==> config.mk <==
export PLATFORM = sky130hd
export DESIGN_NAME = sync_fifo_ctrl
export DESIGN_NICKNAME = d
export VERILOG_FILES = /design/src/rtl/sync_fifo_ctrl.sv
export SDC_FILE = /design/constraint.sdc
export NUM_CORES = 1
export LEC_CHECK = 0
export ABC_AREA = 0
export BUFFER_PORTS_ARGS = -buffer_cell sky130_fd_sc_hd__buf_2
export CORE_MARGIN = 2
export CORE_UTILIZATION = 30
export CTS_BUF_LIST = sky130_fd_sc_hd__clkbuf_8
export DETAILED_ROUTE_END_ITERATION = 8
export GPL_ROUTABILITY_DRIVEN = 0
export SETUP_SLACK_MARGIN = 0.5
export SYNTH_ARGS = -nofsm -noshare
export SYNTH_HDL_FRONTEND = slang
export SYNTH_SLANG_ARGS = --single-unit
==> constraint.sdc <==
create_clock -name clock -period 9.3 [get_ports clock]
set_input_delay 1.86 -clock clock [delete_from_list [all_inputs] [get_ports clock]]
set_output_delay 1.86 -clock clock [all_outputs]
set_load 0.005 [all_outputs]
==> src/rtl/sync_fifo_ctrl.sv <==
// Single-clock FIFO with fill count, almost flags and registered overflow/underflow pulses; rejects writes when full and reads when empty.
// Standard mode: read data one cycle after an accepted read. Define SYNC_FIFO_FWFT_EN for first-word-fall-through reads.
module sync_fifo_ctrl #(
  parameter int DATA_WIDTH = 8,
  parameter int DEPTH      = 16,
  parameter int AF_THRESH  = 12,
  parameter int AE_THRESH  = 4
) (
  input  logic                    clock,
  input  logic                    reset,
  input  logic                    write_en,
  input  logic [DATA_WIDTH-1:0]   write_data,
  input  logic                    read_en,
  output logic [DATA_WIDTH-1:0]   read_data,
  output logic                    read_valid,
  output logic                    full,
  output logic                    empty,
  output logic                    almost_full,
  output logic                    almost_empty,
  output logic [$clog2(DEPTH):0]  count,
  output logic                    overflow,
  output logic                    underflow
);
  localparam int AW = $clog2(DEPTH);
  localparam int PW = AW + 1;
  localparam logic [PW-1:0] DEPTH_C = PW'(DEPTH);
  localparam logic [PW-1:0] AF_C    = PW'(AF_THRESH);
  localparam logic [PW-1:0] AE_C    = PW'(AE_THRESH);
  localparam logic [PW-1:0] ONE_C   = PW'(1);

  logic [DATA_WIDTH-1:0] mem [DEPTH];
  logic [PW-1:0]         wr_ptr_q, wr_ptr_d;
  logic [PW-1:0]         rd_ptr_q, rd_ptr_d;
  logic                  ovf_q, ovf_d;
  logic                  unf_q, unf_d;
  logic                  wr_acc, rd_acc;

  // The wrap bit makes the pointer difference an exact fill level, 0..DEPTH.
  assign count        = wr_ptr_q - rd_ptr_q;
  assign full         = (count == DEPTH_C);
  assign empty        = (count == '0);
  assign almost_full  = (count >= AF_C);
  assign almost_empty = (count <= AE_C);
  assign overflow     = ovf_q;
  assign underflow    = unf_q;

  always_comb begin
    wr_acc   = write_en && !full;
    rd_acc   = read_en && !empty;
    wr_ptr_d = wr_ptr_q;
    rd_ptr_d = rd_ptr_q;
    ovf_d    = write_en && full;
    unf_d    = read_en && empty;
    if (wr_acc) wr_ptr_d = wr_ptr_q + ONE_C;
    if (rd_acc) rd_ptr_d = rd_ptr_q + ONE_C;
  end

  always_ff @(posedge clock or posedge reset) begin
    if (reset) begin
      wr_ptr_q <= '0;
      rd_ptr_q <= '0;
      ovf_q    <= 1'b0;
      unf_q    <= 1'b0;
    end else begin
      wr_ptr_q <= wr_ptr_d;
      rd_ptr_q <= rd_ptr_d;
      ovf_q    <= ovf_d;
      unf_q    <= unf_d;
    end
  end

  // Storage is not reset; only entries between the pointers are ever observed.
  always_ff @(posedge clock) begin
    if (wr_acc) mem[wr_ptr_q[AW-1:0]] <= write_data;
  end

`ifdef SYNC_FIFO_FWFT_EN
  assign read_data  = empty ? '0 : mem[rd_ptr_q[AW-1:0]];
  assign read_valid = !empty;
`else
  logic [DATA_WIDTH-1:0] rd_data_q, rd_data_d;
  logic                  rd_vld_q, rd_vld_d;

  always_comb begin
    rd_data_d = rd_data_q;
    rd_vld_d  = rd_acc;
    if (rd_acc) rd_data_d = mem[rd_ptr_q[AW-1:0]];
  end

  always_ff @(posedge clock or posedge reset) begin
    if (reset) begin
      rd_data_q <= '0;
      rd_vld_q  <= 1'b0;
    end else begin
      rd_data_q <= rd_data_d;
      rd_vld_q  <= rd_vld_d;
    end
  end

  assign read_data  = rd_data_q;
  assign read_valid = rd_vld_q;
`endif

endmodule

After elaboration in Yosys (flattened, before gate mapping)
Memory sizes are Yosys's and may differ from the RTL's. A register that Yosys moved wholly into a read port is not among the register bits.
Cells that the tools add are included.
{"block": "totals", "regBits": 13, "ramBits": 128, "inputBits": 12, "memories": 1}
{"block": "op_classes", "n_addsub": 3, "order_cmp": 2, "n_eq_ne": 1, "n_mux": 2, "reduce_logical": 7}
{"memory": "mem", "words": 16, "word_bits": 8, "rd": 1, "rd_ports_with_merged_regs": 1, "wr": 1, "line_no": "31", "text": "logic [DATA_WIDTH-1:0] mem [DEPTH];"}
{"cell": "$add 5x1->5 const B", "count": 2}
{"cell": "$eq 5x5->1 const B", "count": 1}
{"cell": "$ge 5x4->1 const B", "count": 1}
{"cell": "$le 5x3->1 const B", "count": 1}
{"cell": "$logic_not 5->1", "count": 1}
{"cell": "$sub 5x5->5", "count": 1}
{"cell": "$logic_and 1x1->1", "count": 4}
{"cell": "$logic_not 1->1", "count": 2}
{"cell": "$mux 1", "count": 2}

Depth between registers and ports, before layout
Gate-level depths: netlist of the first run.
{"block": "logic_depth", "ltp_word": 6, "depth_mapped": 10}

Worst setup path after synthesis of the first run
Ideal clock, no wire load.
{"block": "synth_timing", "path_kind": "reg2out", "from": "reg wr_ptr_q[0]", "to": "out almost_empty", "t_arrival_ns": 2.060, "t_required_ns": 7.440, "slack_ns": 5.380, "stages_incl_launch_ff": 9, "n_path_buf": 0, "cell_sequence": "dfrtp_1 inv_1 ha_1 fa_1 nand2b_1 a21oi_1 xor2_2 inv_2 a211oi_1"}
{"block": "synth_via", "elab_chain_len": 2}
{"item": "start: declaration", "line_no": "32", "text": "logic [PW-1:0] wr_ptr_q, wr_ptr_d;"}
{"item": "start signal: assignment", "line_no": "65", "text": "wr_ptr_q <= wr_ptr_d;"}
{"item": "$sub 5x5->5", "line_no": "39", "text": "assign count = wr_ptr_q - rd_ptr_q;"}
{"item": "net count[4]", "line_no": "20", "text": "output logic [$clog2(DEPTH):0] count,"}
{"item": "$le 5x3->1", "line_no": "43", "text": "assign almost_empty = (count <= AE_C);"}
{"item": "end: declaration", "line_no": "19", "text": "output logic almost_empty,"}
The timed path passes the listed nets, and every way through them passes these cells.

Final worst setup path of the first run
{"block": "layout_timing", "from": "reg rd_ptr_q[2]", "to": "out empty"}
{"block": "layout_via", "elab_chain_len": 2}
{"item": "start: declaration", "line_no": "33", "text": "logic [PW-1:0] rd_ptr_q, rd_ptr_d;"}
{"item": "start signal: assignment", "line_no": "66", "text": "rd_ptr_q <= rd_ptr_d;"}
{"item": "$sub 5x5->5", "line_no": "39"}
{"item": "$logic_not 5->1", "line_no": "41", "text": "assign empty = (count == '0);"}
{"item": "end: declaration", "line_no": "17", "text": "output logic empty,"}
No other way between the ends.

==> results of run 1 <==
[critical path: stages (launching register included)]
cell	delay [ns]
dfrtp_1	0.94
inv_1	0.16
ha_1	0.37
xnor2_1	0.34
nor3b_1	0.10
mux2i_1	0.78
nor2_1	0.11
buf_2	0.17
[sequential cells by signal, indices dropped and copies added, names as in the netlist]
| name | flops |
|---|---|
| mem | 128 |
| overflow | 1 |
| rd_ptr_q | 5 |
| read_data | 8 |
| read_valid | 1 |
| underflow | 1 |
| wr_ptr_q | 5 |
[metrics by stage]
| stage | worst slack (ns) | area, um2 | std cells | hold slack, ns | utilization, % |
|---|---|---|---|---|---|
| 4_1_cts | 4.008 | 6798 | 638 | 0.5010 | 34.81 |
| 5_1_grt | 3.758 | 6798 | 638 | 0.5119 | 34.81 |
| 2_1_floorplan | 5.380 | 5979 | 318 | 0.4652 | - |
| 6_report | 4.030 | 6798 | 638 | 0.4961 | 34.81 |
| 3_5_place_dp | 4.504 | 6446 | 607 | 0.4859 | 33.01 |
| 3_3_place_gp | 4.649 | 6446 | 607 | 0.4850 | 33.01 |
[worst paths after layout]
| check | start | end | slack [ns] | cells after the start |
|---|---|---|---|---|
| max in group asynchronous | reset | rd_ptr_q[0]$_DFFE_PP0P_ | 7.02 | 2 |
| min | rd_ptr_q[4]$_DFFE_PP0P_ | rd_ptr_q[4]$_DFFE_PP0P_ | 0.50 | 1 |
| max reg2reg | rd_ptr_q[2]$_DFFE_PP0P_ | mem[6][0]$_DFFE_PP_ | 5.02 | 7 |
| max | rd_ptr_q[2]$_DFFE_PP0P_ | empty | 4.03 | 7 |
| min in group asynchronous | reset | wr_ptr_q[2]$_DFFE_PP0P_ | 1.63 | 2 |
| min reg2reg | rd_ptr_q[4]$_DFFE_PP0P_ | rd_ptr_q[4]$_DFFE_PP0P_ | 0.50 | 1 |
[cell usage in the layout (no fill, tap or decap), types with 2 or more instances in the layout]
cell,netlist,routed
inv_8,0,3
clkinv_2,0,2
xnor2_1,10,10
ha_1,9,9
and2_1,2,2
o211ai_1,4,4
nand2_1,8,8
edfxtp_1,128,128
mux2_2,10,10
nor3_1,6,6
buf_2,5,31
clkbuf_8,0,17
o21ai_0,5,5
inv_1,11,11
mux4_2,32,32
dfrtp_1,21,20
o22ai_1,16,16
clkinvlp_4,0,4
nor2_1,26,26
nand2b_1,4,4
and4_1,2,2
buf_4,0,5
a21oi_1,2,2
inv_6,0,5
[per-layer routing]
layer  GRT usage [%]  vias up  wire length, um
li1                -     1344                -
met3           3.962       13              599
met1           16.27     1518             5630
met5               0        -               13
met4           3.971        2              138
met2           17.86       81             5585
[cells by family (layout without fill, tap and decap cells)]
kind of cell	after synthesis	in the layout	share of synthesized area, %
adder cells (fa/ha/maj)	10	10	2.218
flip-flops	149	149	73.07
buffers and inverters	24	79	1.737
XOR/XNOR	12	12	1.883
multiplexers	43	43	14.10
AO/OA/AOI/OAI	31	31	3.306
AND/OR/NAND/NOR	49	49	3.683
[power breakdown]
| part | internal (uW) | switching, uW | total, uW |
|---|---|---|---|
| Sequential | 834 | 85.7 | 920 |
| Clock | 191 | 261 | 452 |
| Combinational | 364 | 430 | 794 |
| Total | 1390 | 777 | 2170 |
[final cells by class]
cell class / instances / area, um2
Fill cell: 1879 / 12730
Clock buffer: 17 / 234.0
Multi-Input combinational cell: 145 / 1506
Sequential cell: 149 / 4370
Tap cell: 265 / 331.6
Clock inverter: 14 / 117.6
Inverter: 12 / 45.04
Timing Repair Buffer: 36 / 192.7
==> metrics.md, run 1 <==
| Metric | Value |
|---|---|
| Largest net degree at the start of global routing | `36` |
| Sink Count | `149` |
| Routed WL per cell | `18.76 um` |
| Number of port buffers | `31` |
| Top post-synthesis cells by area | `edfxtp_1 (64%), mux4_2 (12%), dfrtp_1 (8.8%)` |
| Commonest cells post-synth | `edfxtp_1 (128), mux4_2 (32), nor2_1 (26)` |
| Max-cap viol count | `0` |
| VDD IR max | `0.1205 mV` |
| Row count | `51` |
| Worst path arrival time | `3.41 ns` |
| Worst-Margin Slew | `1.031 ns` |
| Initial DRC count | `216` |
| Setup TNS | `0 ns` |
| Hpwl dp | `7.601 mm` |
| Hold crit path type | `register to register` |
| Tot Pwr | `2166 uW` |
| Die area | `21080 um2` |
| Grt ovf | `0` |
| Final Hold Vio Count | `0` |
| Post-CTS resize count | `0` |
| Yosys reg bits | `149` |
| Critical path type | `register to output pin` |
| Final wirelength | `11.97 mm` |
| Die Span Y | `145.2 um` |
| Power per Cell Area | `318.6 nW/um2` |
| DRC | `0` |
| Vias/cell | `4.636` |
| Slew Limit Fails | `0` |
| Result of the run | `complete, no violations` |
| CP endpoint kind | `output pin` |
| Depth of the CTS H-tree | `4` |
| Layout cells sized above 1 | `30.56%` |
| Unrepaired setup endpoints after global routing | `false` |
| Synth Flop Type | `edfxtp_1` |
| GRT Total Usage | `11.88%` |
| EDFF count, synth | `128` |
| Minimum clock period | `5.270 ns` |
| Required @ worst endpoint | `7.44 ns` |
| CTS tree | `yes` |
| Post-synthesis cell area | `5979 um2` |
| Final ANT Viol Nets | `0` |
| DR pass1 iterations | `4` |
| Diode count | `0` |
| Slew HR | `31.01%` |
| Via count of the first global-routing pass | `3090` |
| Count leader, synth | `edfxtp_1` |
| Global-route wire length before repair | `18.44 mm` |
| Total number of yosys warnings | `0` |
| CTS Hold Bufs | `0` |
| # IOs | `32` |
| Post-synthesis net count | `340` |
| Area Growth Syn to Fin | `13.68%` |
| Die Width | `145.2 um` |
| Max frequency | `189.8 MHz` |
| Crit path max fanout | `21` |
| Post-synth top area cell | `edfxtp_1` |
| Worst setup SP type | `register` |
| Cells after Synth | `318` |
| Sequential fraction of the synthesis area | `73.07%` |
| Initial antenna violation count | `1` |
| Ys async rst share | `14.09%` |
| Avg Cell Area, Syn | `18.80 um2` |
| Root Buffer | `clkbuf_8` |
| Netlist cell types | `31` |
| Yosys top cell area share | `64.28%` |
| Clock tree buffer depth | `2` |
| Fin crit share | `56.67%` |
| Vias | `2958` |
| Final setup viols | `0` |
| Starting Density | `30.62%` |
| Setup Skew | `0.01262 ns` |
| Leakage | `0.002278 uW` |
| Post-CTS setup buffers | `0` |
| Post-layout nets | `383` |
| Core ar. | `19530 um2` |
| Worst skew pair latency | `0.44 ns` |
| TritonCTS buffer count | `17` |
| Clock-pin slew on the worst setup and hold paths | `0.09 ns` |
Note: power is estimated with default switching activity, not from simulation.
==> run 2: changes to the inputs <==
ABC_AREA = 1   (was 0)
clock period = 4.65 ns   (was 9.3 ns; I/O delays follow)
==> run 2 against run 1 <==
Synthesized area grew 15%. Clock power rose by 110%. Routed wire length is 30% higher. Non-clock buffer count fell by 2. Final area is 13% higher. Flip-flop and latch count stayed put. Power grew 110%. Final cell count up 65%. Clock-buffer cell count unchanged. Global-route usage rose by 1.6 points. Register-to-register slack worse by 3.8 ns. Critical endpoint is now almost_empty. Largest cell class unchanged.
==> metrics.md, run 2 <==
| Metric | Value |
|---|---|
| Ys async rst share | `14.09% (unchanged)` |
| Final wirelength | `15.56 mm (+30%)` |
| GRT Total Usage | `13.49% (+1.6 points)` |
| Count leader, synth | `nand2_1` |
| Critical path buffers and inverters | `3 (+1)` |
| Worst path arrival time | `2.72 ns (-0.69 ns)` |
| Max-cap viol count | `0 (unchanged)` |
| FF-to-FF setup slack | `1.26 ns (-3.76 ns)` |
| Leakage | `0.003442 uW (+51%)` |
| Cells after Synth | `729 (+130%)` |
| Post-layout nets | `777 (+100%)` |
| # IOs | `32 (unchanged)` |
| Number of port buffers | `31 (unchanged)` |
| Unrepaired setup endpoints after global routing | `false` |
| Via count of the first global-routing pass | `4526 (+46%)` |
| Clock-pin slew on the worst setup and hold paths | `0.08 ns (about the same)` |
| Worst skew pair latency | `0.45 ns (about the same)` |
| DP Worst Slack | `1.288 ns (-3.216 ns)` |
| Crit path max fanout | `14 (-33%)` |
| Required @ worst endpoint | `3.72 ns (-3.72 ns)` |
| Cell Count, Final, Fillers Out | `1053 (+65%)` |
| Root Buffer | `clkbuf_8` |
| Dpl cells | `1021 (+68%)` |
| Routed WL per cell | `14.77 um (-21%)` |
| Hold crit path type | `register to register` |
| Global-route wire length before repair | `24.63 mm (+34%)` |
| Starting Density | `30.55% (-0.074 points)` |
| RR Startpoint | `rd_ptr_q[2]$_DFFE_PP0P_` |
| Reg2reg path depth | `10 (+3)` |
| Largest family of logic cells by synthesized area | `simple AND/OR/NAND/NOR gates` |
| Hold path startpoint | `read_data[2]$_DFFE_PP0P_` |
| Commonest cells post-synth | `nand2_1 (300), edfxtp_1 (128), inv_1 (108)` |
| Initial antenna violation count | `0 (-1)` |
| DRC | `0 (unchanged)` |
| TritonCTS buffer count | `17 (unchanged)` |
| Yosys top cell area share | `55.74% (-8.5 points)` |
| Row count | `55 (+7.8%)` |
| Critical-path cell with the highest stage delay | `dfrtp_1` |
| CP endpoint kind | `output pin` |
| Layout cells sized above 1 | `10.55% (-20 points)` |
| EDFF count, synth | `128 (unchanged)` |
| Fin crit share | `78.50%` |
| Hpwl dp | `10.17 mm (+34%)` |
| Post-synth top area cell | `edfxtp_1` |
| Depth of the CTS H-tree | `4 (unchanged)` |
| Final setup viols | `0 (unchanged)` |
| Die area | `24210 um2 (+15%)` |
| Worst setup SP type | `register` |
| Final Hold Vio Count | `0 (unchanged)` |
| Area Growth Syn to Fin | `11.12%` |
| Yosys reg bits | `149 (unchanged)` |
| Die Span Y | `155.6 um (+7.2%)` |
| Compound-cell area share of the yosys netlist | `0.1815% (-3.1 points)` |
| Max frequency | `274.0 MHz` |
| Vias/cell | `4.419 (-4.7%)` |
| Largest net degree at the start of global routing | `69 (+92%)` |
| Crit-path max cell delay | `0.64 ns (-0.30 ns)` |
| Final setup margin | `1.000 ns (-3.030 ns)` |
| CP Depth | `8 (+1)` |
| Worst-Margin Slew | `1.099 ns (+0.06821 ns)` |
| Post-CTS setup buffers | `0 (unchanged)` |
| Cells along the critical path | `clkinv_1, ha_1, a21oi_1, nand3_1, nand2_1, inv_1, a211oi_1, buf_2` |
| Critical path type | `register to output pin` |
| Max reg flops | `128 (unchanged)` |
| Final ANT Viol Nets | `0 (unchanged)` |
| Cell area after layout | `7662 um2 (+13%)` |
| Commonest non-fill, non-tap cell in the layout | `nand2_1` |
| Setup Skew | `0.01069 ns (-0.001926 ns)` |
| Sink Count | `149 (unchanged)` |
| Most frequent cells in the layout | `nand2_1 (300), edfxtp_1 (128), inv_1 (107)` |
| Die Width | `155.6 um (+7.2%)` |
| Result of the run | `complete, no violations` |
| Initial DRC count | `322 (+49%)` |
| Slew Limit Fails | `0 (unchanged)` |
| Top post-synthesis cells by area | `edfxtp_1 (56%), nand2_1 (16%), dfrtp_1 (7.6%)` |
| Clock tree buffer depth | `2 (unchanged)` |
| DP Area | `7288 um2 (+13%)` |
| Setup TNS | `0 ns (unchanged)` |
| Proportion of synthesized area in mux cells | `0% (-14 points)` |
| Power per Cell Area | `606.7 nW/um2 (+90%)` |
| Reg2reg end | `mem[14][2]$_DFFE_PP_` |
| Synth Area in XOR/XNOR | `1.016% (-0.87 points)` |
| Vias | `4653 (+57%)` |
| Synth Flop Type | `edfxtp_1` |
| Hold Path Depth | `2 (+1)` |
| Post-Synth Adder-Cell Area | `1.923% (-0.29 points)` |
| Post-synthesis cell area | `6895 um2 (+15%)` |
| Diode count | `0 (unchanged)` |
| Tot Pwr | `4649 uW (+110%)` |
| Netlist cell types | `25 (-19%)` |
| DR pass1 iterations | `5 (+1)` |
| Worst hold endpoint | `read_data[2]$_DFFE_PP0P_` |
| CTS Hold Bufs | `0 (unchanged)` |
| Minimum clock period | `3.650 ns` |
| CTS tree | `yes` |
| Post-CTS resize count | `0 (unchanged)` |
| Post-synthesis net count | `751 (+120%)` |
| Avg Cell Area, Syn | `9.459 um2 (-50%)` |
| Grt ovf | `0 (unchanged)` |
| Sequential fraction of the synthesis area | `63.36% (-9.7 points)` |
| Largest delay share family, worst path | `flip-flops` |
| Slew HR | `26.72% (-4.3 points)` |
| Post-Synth Simple-Gate Area | `25.40% (+22 points)` |
| VDD IR max | `0.2509 mV (+110%)` |
| Core ar. | `22570 um2 (+16%)` |
| Total number of yosys warnings | `0 (unchanged)` |
## run 2: cell count changes in the layout (fill, tap and decap cells not counted), sizes merged, moves of 3 or more
cell,delta
o211ai,-4
mux4,-32
inv,+89
mux2,-10
o21ai,-6
xor2,+3
xnor2,-7
o22ai,-16
nand2,+300
clkinv,+8
nor3,-6
nand3,+86
nand2b,-4
## run 2: stage by stage
| stage | hold WS [ns] | utilization, % |
|---|---|---|
| after floorplan | 0.4634 | - |
| after global placement | 0.4637 | 32.29 |
| after detailed placement | 0.4644 | 32.29 |
| after CTS | 0.4847 | 33.95 |
| after global routing | 0.4973 | 33.95 |
| final | 0.4777 | 33.95 |
## run 2: how the worst max path moves through the flow
stage	from	slack, ns	endpoint
after detailed placement	rd_ptr_q[2]$_DFFE_PP0P_	1.29	mem[14][2]$_DFFE_PP_
after CTS	rd_ptr_q[2]$_DFFE_PP0P_	1.01	almost_empty
after global routing	rd_ptr_q[2]$_DFFE_PP0P_	0.77	almost_empty
final	rd_ptr_q[2]$_DFFE_PP0P_	1.0	almost_empty
after floorplan	rd_ptr_q[1]$_DFFE_PP0P_	2.00	almost_empty
after global placement	rd_ptr_q[2]$_DFFE_PP0P_	1.34	mem[14][3]$_DFFE_PP_
## run 2: cells by family (layout without fill, tap and decap cells)
kind of cell,after synthesis,in the layout
simple gates,422,422
xor+xnor,8,8
fa+ha+maj,10,10
flops,149,149
buf+inv,138,177
compound gates,2,2
## run 2: layer usage
layer,share of wire (%),vias up,GRT usage (%)
met4,2.0,0,5.199
met5,0,-,0
met2,45,156,20.71
met3,6.7,17,3.694
li1,-,2346,-
met1,46,2134,18.22
## run 2: tightest hold or removal path: stages (launching register included)
cell and delay, ns:
dfrtp_1 0.34, nand2_1 0.05, nand2_1 0.05
## run 2: power breakdown
part,internal (uW),switching [uW],total (uW)
combinational,620,1330,1950
sequential,1640,109,1750
clock,467,480,948
## run 2: layout make-up
type	instances	area, um2
fill	2299	14910
clock buffer	17	234.0
inverter	111	416.7
clock inverter	15	140.1
multi-input combinational	442	1967
tap	285	356.6
timing repair buffer	34	177.7
sequential	149	4370
